## src/rtl/writeback_unit.sv

```systemverilog
// Writeback stage: one registered WB entry, load extension, result select,
// committed NZCV flags and a retire counter.
//
// Ports:
//   clk, reset_n        rising-edge clock, async active-low reset
//   mem_*               MEM-stage entry captured into the WB register
//   stall, flush        hold / invalidate the WB register (flush wins)
//   RegWrite_out        register-file write enable (never for ZERO_REG)
//   write_reg_out       register-file write address
//   write_data_out      register-file write data
//   fwd_valid           forwarding valid, same as RegWrite_out
//   flags_out           committed NZCV
//   retired_count       retired instruction count, wraps
module writeback_unit #(
    parameter int DATA_W   = 64,
    parameter int REG_AW   = 5,
    parameter int LINK_REG = 30,
    parameter int ZERO_REG = 31,
    parameter int CNT_W    = 32
) (
    input  logic              clk,
    input  logic              reset_n,
    input  logic              mem_valid,
    input  logic [DATA_W-1:0] mem_mem_data,
    input  logic [DATA_W-1:0] mem_alu_result,
    input  logic [DATA_W-1:0] mem_bl_write_data,
    input  logic [REG_AW-1:0] mem_rd,
    input  logic [3:0]        mem_control,
    input  logic [1:0]        mem_ld_size,
    input  logic              mem_ld_signed,
    input  logic [3:0]        mem_flags,
    input  logic              stall,
    input  logic              flush,
    output logic              RegWrite_out,
    output logic [REG_AW-1:0] write_reg_out,
    output logic [DATA_W-1:0] write_data_out,
    output logic              fwd_valid,
    output logic [3:0]        flags_out,
    output logic [CNT_W-1:0]  retired_count
);

    localparam logic [REG_AW-1:0] LINK = REG_AW'(LINK_REG);
    localparam logic [REG_AW-1:0] ZERO = REG_AW'(ZERO_REG);

    logic              valid_q, valid_d;
    logic [DATA_W-1:0] mdata_q, mdata_d;
    logic [DATA_W-1:0] alu_q, alu_d;
    logic [DATA_W-1:0] bl_q, bl_d;
    logic [REG_AW-1:0] rd_q, rd_d;
    logic [3:0]        ctrl_q, ctrl_d;
    logic [1:0]        size_q, size_d;
    logic              sgn_q, sgn_d;
    logic [3:0]        flags_q, flags_d;
    logic [3:0]        fout_q, fout_d;
    logic [CNT_W-1:0]  cnt_q, cnt_d;
    logic              retire;
    logic [DATA_W-1:0] ld_ext;

    always_comb begin
        valid_d = valid_q;
        mdata_d = mdata_q;
        alu_d   = alu_q;
        bl_d    = bl_q;
        rd_d    = rd_q;
        ctrl_d  = ctrl_q;
        size_d  = size_q;
        sgn_d   = sgn_q;
        flags_d = flags_q;
        if (flush) begin
            valid_d = 1'b0;
        end else if (!stall) begin
            valid_d = mem_valid;
            mdata_d = mem_mem_data;
            alu_d   = mem_alu_result;
            bl_d    = mem_bl_write_data;
            rd_d    = mem_rd;
            ctrl_d  = mem_control;
            size_d  = mem_ld_size;
            sgn_d   = mem_ld_signed;
            flags_d = mem_flags;
        end
        retire = valid_q & ~stall & ~flush;
        fout_d = fout_q;
        if (retire && ctrl_q[1]) begin
            fout_d = flags_q;
        end
        cnt_d = cnt_q + CNT_W'(retire);
    end

    always_ff @(posedge clk or negedge reset_n) begin
        if (!reset_n) begin
            valid_q <= 1'b0;
            mdata_q <= '0;
            alu_q   <= '0;
            bl_q    <= '0;
            rd_q    <= '0;
            ctrl_q  <= '0;
            size_q  <= '0;
            sgn_q   <= 1'b0;
            flags_q <= '0;
            fout_q  <= '0;
            cnt_q   <= '0;
        end else begin
            valid_q <= valid_d;
            mdata_q <= mdata_d;
            alu_q   <= alu_d;
            bl_q    <= bl_d;
            rd_q    <= rd_d;
            ctrl_q  <= ctrl_d;
            size_q  <= size_d;
            sgn_q   <= sgn_d;
            flags_q <= flags_d;
            fout_q  <= fout_d;
            cnt_q   <= cnt_d;
        end
    end

    always_comb begin
        unique case (size_q)
            2'd0:    ld_ext = {{(DATA_W-8){sgn_q & mdata_q[7]}},
                               mdata_q[7:0]};
            2'd1:    ld_ext = {{(DATA_W-16){sgn_q & mdata_q[15]}},
                               mdata_q[15:0]};
            2'd2:    ld_ext = {{(DATA_W-32){sgn_q & mdata_q[31]}},
                               mdata_q[31:0]};
            default: ld_ext = mdata_q;
        endcase
    end

    // BL overrides both the address and the MemToReg data select.
    always_comb begin
        if (ctrl_q[0]) begin
            write_reg_out  = LINK;
            write_data_out = bl_q;
        end else begin
            write_reg_out  = rd_q;
            write_data_out = ctrl_q[2] ? ld_ext : alu_q;
        end
        RegWrite_out = valid_q & ctrl_q[3] & (write_reg_out != ZERO);
        fwd_valid    = RegWrite_out;
    end

    assign flags_out     = fout_q;
    assign retired_count = cnt_q;

endmodule

```

## config.mk

```make
export PLATFORM = sky130hd
export DESIGN_NAME = writeback_unit
export DESIGN_NICKNAME = d
export VERILOG_FILES = /design/src/rtl/writeback_unit.sv
export SDC_FILE = /design/constraint.sdc
export NUM_CORES = 1
export LEC_CHECK = 0
export BUFFER_PORTS_ARGS = -buffer_cell sky130_fd_sc_hd__buf_2
export CAP_MARGIN = 0
export CELL_PAD_IN_SITES_DETAIL_PLACEMENT = 1
export CELL_PAD_IN_SITES_GLOBAL_PLACEMENT = 1
export CORE_UTILIZATION = 45
export CTS_BUF_LIST = sky130_fd_sc_hd__clkbuf_8
export DETAILED_ROUTE_END_ITERATION = 8
export GPL_TIMING_DRIVEN = 0
export MAX_ROUTING_LAYER = met4
export PLACE_DENSITY = 0.95
export REMOVE_ABC_BUFFERS = 1
export SKIP_LAST_GASP = 1
export SYNTH_ARGS = -nofsm -noshare
export SYNTH_HDL_FRONTEND = slang
export SYNTH_SLANG_ARGS = --single-unit
```

## constraint.sdc

```tcl
create_clock -name clk -period 3.85 [get_ports clk]
set_clock_uncertainty 0.1 [all_clocks]
set_input_delay 1.155 -clock clk [delete_from_list [all_inputs] [get_ports clk]]
set_output_delay 1.155 -clock clk [all_outputs]
set_load 0.05 [all_outputs]
```

==> flow_summary.json, run 1 <==
{
  "run_status": "finished clean",
  "clkSinkCount": 245,
  "gr-total-overflow": 0,
  "rsz0062_at_grt": "no",
  "vias": 8481,
  "worst_pin_slew_ns": 0.9534,
  "slew_viol_final": 0,
  "io_buffers": 319,
  "cp_max_fo": 16,
  "met2_wirelength_mm": 18.20,
  "worstPathRequired_ns": 2.59,
  "slowest_delay_ns": 0.57,
  "dr_wl_met3_mm": 2.127,
  "synthFlopType": "dfrtp_1",
  "synth-seq-cells": 245,
  "cp-start-kind": "flop",
  "ant_nets": 0,
  "clockRootBuffer": "clkbuf_8",
  "antenna_found_initial": 9,
  "cts_buffers": 44,
  "path_clk_slew_ns": 0.06,
  "cp-end-kind": "primary output",
  "via_per_inst": 5.475,
  "hp-class": "reg -> reg",
  "crit_type": "reg -> out",
  "yosysTopAreaCellShare": 0.5671,
  "power_mw": 7.836,
  "cts_tree": "yes",
  "rrSetupSlack_ns": 1.82,
  "ioPinCount": 320,
  "core_area_um2": 23540,
  "setup_viol": 0,
  "avgSynthCellArea_um2": 12.51,
  "wl_per_cell_um": 22.22,
  "final_core_utilization": 0.5879,
  "grt_use_total": 0.2830,
  "first_pass_iters": 4,
  "cts_max_path_buffers": 3,
  "yosys-top-cells-area": "dfrtp_1, mux2_2, nand2_1",
  "grt_start_max_net_pins": 103,
  "synth_top_cells_by_count": "dfrtp_1, mux2_2, nand2_1",
  "max_freq_mhz": 267.4,
  "drive_gt1_frac": 0.5242,
  "ys_types": 38,
  "drt-initial-drc-count": 388,
  "synth_edf_count": 0,
  "nNetsFinal": 1404,
  "drv_cap": 0,
  "placed_cells": 1455,
  "wl_mm": 34.42,
  "placed_cell_area_um2": 12820,
  "hold_viol_final": 0,
  "syn_to_final_growth_pct": 28.03,
  "die_y_um": 157.0,
  "power_leakage_nw": 6.452,
  "power_density_nw_per_um2": 566.2,
  "period_share": 0.9714,
  "htreeDepth": 2,
  "hold_buffers": 0,
  "fp-row-count": 56,
  "routed.top_layer": "met4",
  "grt_pass1_vias": 9651,
  "final_cells": 1549,
  "m1WireLength_mm": 12.69,
  "path_cells": "nand2b_1, o21ai_4, buf_12, a21oi_1, o31ai_1, clkbuf_4",
  "hpwl_mm": 22.91,
  "max_slew_margin": 0.3629,
  "final_area_um2": 13840,
  "ir_drop_uv": 401.8,
  "worstPathArrival_ns": 2.49,
  "gp_congestion": 0.8210,
  "async_reset_ff_frac": 1.000,
  "yosysSeqAreaShare": 0.5671,
  "start_util": 0.4592,
  "synth_cells": 864,
  "tns_ns": 0,
  "netlist_area_um2": 10810,
  "die_w_um": 157.0,
  "drc": 0,
  "post-synth-top-count-cell": "dfrtp_1",
  "min_period_ns": 3.740,
  "clk_latency_ns": 0.53,
  "cp_slowest_cell": "dfrtp_4",
  "synth_area_leader_cell": "dfrtp_1",
  "ys_warn_count": 0,
  "grt_pass1_wl_mm": 51.76,
  "dieArea_um2": 24650
}
[report_power, final]
group / leakage (nW) / internal (mW) / switching (mW)
Sequential: 2.93 / 2.93 / 0.260
Combinational: 3.01 / 0.725 / 1.47
Clock: 0.510 / 1.35 / 1.10
Total: 6.45 / 5.00 / 2.83
[layout by cell type, fill, tap and decap left out, types with 2 or more instances in the layout]
cell type   synthesis  routed
buf_2              34     316
dfrtp_1           245     241
mux2_2            211     211
nand2_1            78      78
clkbuf_8            0      58
a21oi_1            50      49
o21ai_0            34      34
o22ai_1            31      31
nor2_1             25      24
nand3_1            19      19
inv_1               3      16
xnor2_1            16      16
o31ai_1            16      16
xor2_1             14      14
nand4_1            10      10
diode_2             0       9
mux2i_1            10       9
buf_12              0       9
nor4_2              6       6
clkinv_2            0       6
and3_1              5       5
nor3_1              5       5
or2_2               5       5
and2_1              4       3
ha_1                3       3
buf_16              0       3
buf_4               1       3
and4_1              2       2
and4_4              2       2
clkinvlp_4          0       2
dfrtp_2             0       2
dfrtp_4             0       2
buf_8               0       2
clkbuf_4            0       2
[through the flow]
stage / hold WS, ns / setup slack [ns]
2_1_floorplan: 0.3730 / -7.879
3_3_place_gp: 0.3591 / -12.19
3_5_place_dp: 0.3898 / -0.3494
4_1_cts: 0.4034 / 0.007264
5_1_grt: 0.4159 / 0.03697
6_report: 0.4019 / 0.1100
[cell type report]
type,instances,area (um^2)
Antenna cell,9,22.52
Clock buffer,58,798.3
Clock inverter,21,93.84
Fill cell,2494,9702
Inverter,4,27.53
Multi-Input combinational cell,558,4447
Sequential cell,245,6141
Tap cell,319,399.1
Timing Repair Buffer,335,1912
[routing by layer]
| metal | GRT usage | vias to the layer above |
|---|---|---|
| met3 | 0.06333 | 105 |
| met5 | - | - |
| li1 | - | 3746 |
| met4 | 0.1429 | 0 |
| met1 | 0.2917 | 4310 |
| met2 | 0.5050 | 320 |
[logic make-up after synthesis]
kind of cell,synth area share
buffers and inverters,0.02581
multiplexers,0.2291
adder cells (fa/ha/maj),0.003473
AO/OA/AOI/OAI,0.06921
XOR/XNOR,0.02431
AND/OR/NAND/NOR,0.08102
flip-flops,0.5671
[sequential cells by signal, indices dropped and copies added (netlist names), 2 cells and up]
name           count
alu_q             64
bl_q              64
mdata_q           64
retired_count     32
rd_q               5
ctrl_q             4
flags_out          4
flags_q            4
size_q             2
[worst paths after layout]
kind | startpoint | cells past startpoint | end
min reg2reg | alu_q[62] | 1 | alu_q[62]
max in group asynchronous | reset_n | 3 | size_q[1]
min in group asynchronous | reset_n | 1 | flags_out[1]
min | alu_q[62] | 1 | alu_q[62]
max reg2reg | valid_q | 6 | retired_count[26]
max | size_q[1] | 6 | write_data_out[18]
[worst max-delay path, delay by kind of cell (launching register included)]
kind | cells | cell delay, ns
AOI/OAI and AO/OA | 3 | 0.65
and+or+nand+nor | 1 | 0.22
DFF | 1 | 0.57
buffers and inverters | 2 | 0.50
[timing repair]
item,CTS,global route
pin swaps,1,0
cloned,1,0
gates resized for setup,9,6
endpoints found under the setup margin,56,43
buffers inserted,3,2
(Power assumes the default switching activity.)
==> run 2: changes to the inputs <==
- ABC_AREA: not set -> 1
- CAP_MARGIN: 0 -> 20
- CORE_UTILIZATION: 45 -> 42
==> run 2 against run 1 <==
  * Area after synthesis rose by 11%
  * Worst setup slack got worse by 0.035 ns
  * Cell count rose by 51%
  * Clock-buffer cell count fell by 4
  * Critical path depth rose by 3
  * First-iteration DRC count rose by 99%
  * Synthesized cell count rose by 86%
  * Sequential power fell by 3%
  * Register-to-register slack got worse by 0.05 ns
  * Maximum frequency fell by 0.93%
==> flow_summary.json, run 2 <==
{
  "run_status": "finished clean",
  "fp-row-count": 61,
  "final_area_um2": 15120,
  "power_density_nw_per_um2": 511.7,
  "drv_cap": 0,
  "wl_per_cell_um": 19.45,
  "hold_viol_final": 0,
  "async_reset_ff_frac": 1.000,
  "htreeDepth": 2,
  "worst_pin_slew_ns": 0.8946,
  "io_buffers": 319,
  "yosys-top-cells-area": "dfrtp_1, nand2_1, o21ai_0",
  "ir_drop_uv": 316.6,
  "final_cell_mix": "nand2_1, buf_2, dfrtp_1",
  "start_util": 0.4302,
  "netlist_area_um2": 12020,
  "drc": 0,
  "first_pass_iters": 5,
  "synth_top_cells_by_count": "nand2_1, dfrtp_1, inv_1",
  "syn_to_final_growth_pct": 25.84,
  "cp-start-kind": "flop",
  "largestRegisters": "alu_q x64, bl_q x64, mdata_q x64",
  "cp-end-kind": "primary output",
  "vias": 12330,
  "drive_gt1_frac": 0.2275,
  "synth-seq-cells": 245,
  "setup_viol": 0,
  "grt_pass1_wl_mm": 69.61,
  "yosysTopAreaCellShare": 0.5102,
  "synth_edf_count": 0,
  "clk_latency_ns": 0.53,
  "gp_congestion": 0.8605,
  "nNetsFinal": 2121,
  "min_period_ns": 3.775,
  "post-synth-top-count-cell": "nand2_1",
  "antenna_found_initial": 20,
  "hpwl_mm": 27.25,
  "period_share": 0.9805,
  "synth_cells": 1609,
  "crit_type": "reg -> out",
  "power_leakage_nw": 8.128,
  "grt_pass1_vias": 13440,
  "ant_nets": 0,
  "die_w_um": 171.1,
  "placed_cell_area_um2": 14020,
  "pre_cts_ws_ns": -0.6270,
  "hp-class": "reg -> reg",
  "grt_use_total": 0.3169,
  "core_area_um2": 27930,
  "max_slew_margin": 0.4022,
  "synth_area_leader_cell": "dfrtp_1",
  "worstPathArrival_ns": 2.52,
  "cts_buffers": 44,
  "synthFlopType": "dfrtp_1",
  "path_clk_slew_ns": 0.06,
  "gr-total-overflow": 0,
  "final_common_cell": "nand2_1",
  "clkSinkCount": 245,
  "cp_max_fo": 35,
  "wl_mm": 45.45,
  "setup_ws_ns": 0.07497,
  "avgSynthCellArea_um2": 7.468,
  "ys_types": 26,
  "clockRootBuffer": "clkbuf_8",
  "final_core_utilization": 0.5413,
  "via_per_inst": 5.280,
  "max_freq_mhz": 264.9,
  "ioPinCount": 320,
  "cts_max_path_buffers": 3,
  "dieArea_um2": 29290,
  "die_y_um": 171.1,
  "slew_viol_final": 0,
  "tns_ns": 0,
  "cts_tree": "yes",
  "yosysSeqAreaShare": 0.5102,
  "worstPathRequired_ns": 2.59,
  "drt-initial-drc-count": 773,
  "power_mw": 7.737,
  "ys_warn_count": 0,
  "grt_start_max_net_pins": 121
}
[run 2: metal layers]
layer	wire (um)	up-vias	track usage
met5	0	-	-
met4	2210	0	0.1592
met3	3073	151	0.07657
met2	22810	470	0.5364
met1	17350	6078	0.3472
li1	-	5634	-
[run 2: worst max-delay path, stage by stage, from the launching register on]
cell and delay [ns]:
dfrtp_4 0.43, buf_12 0.22, inv_2 0.15, nor2_1 0.19, nand2_4 0.15, buf_16 0.20, nand4_1 0.13, nand2_1 0.11
nand2_1 0.11, buf_2 0.27
[run 2: through the flow]
step           instances  hold WS, ns
2_1_floorplan       1516       0.3422
3_3_place_gp        2213       0.3533
3_5_place_dp        2228       0.3585
4_1_cts             2309       0.3766
5_1_grt             2334       0.3957
6_report            2336       0.3706
[run 2: where the power goes]
group	internal, mW	switching, mW	total, mW
Combinational	0.563	1.62	2.19
Sequential	2.88	0.199	3.08
Clock	1.33	1.14	2.47
Total	4.77	2.97	7.74
[run 2: cell families (layout without fill, tap and decap cells)]
family / after synthesis / after routing / share of synthesized area
and+or+nand+nor: 846 / 848 / 0.2858
buffers and inverters: 261 / 584 / 0.09038
DFF: 245 / 245 / 0.5102
AOI/OAI and AO/OA: 239 / 239 / 0.09954
xor gates and xnor gates: 15 / 15 / 0.01093
adders and majority gates: 3 / 3 / 0.003124
other: 0 / 24 / 0
[run 2: cell type report]
type,instances,area (um^2)
Tap cell,378,473.0
Clock inverter,21,116.4
Clock buffer,54,743.2
Timing Repair Buffer,341,2054
Inverter,168,640.6
Fill cell,3596,12810
Antenna cell,24,60.06
Sequential cell,245,6143
Multi-Input combinational cell,1105,4891
[run 2: worst paths after layout]
kind / from / endpoint / slack [ns] / cells past startpoint
setup / recovery: size_q[1] / write_data_out[62] / 0.07 / 9
hold / removal: mdata_q[30] / mdata_q[30] / 0.37 / 2
setup reg to reg: valid_q / retired_count[30] / 1.77 / 11
hold reg to reg: mdata_q[30] / mdata_q[30] / 0.37 / 2
max in group asynchronous: reset_n / size_q[0] / 2.28 / 2
min in group asynchronous: reset_n / bl_q[56] / 0.42 / 1
[run 2: what timing repair did]
action,CTS,global route
buffers inserted,5,2
cloned,1,1
hold buffers,0,0
gates resized for setup,14,6
endpoints found under the setup margin,64,30
pin swaps,0,1
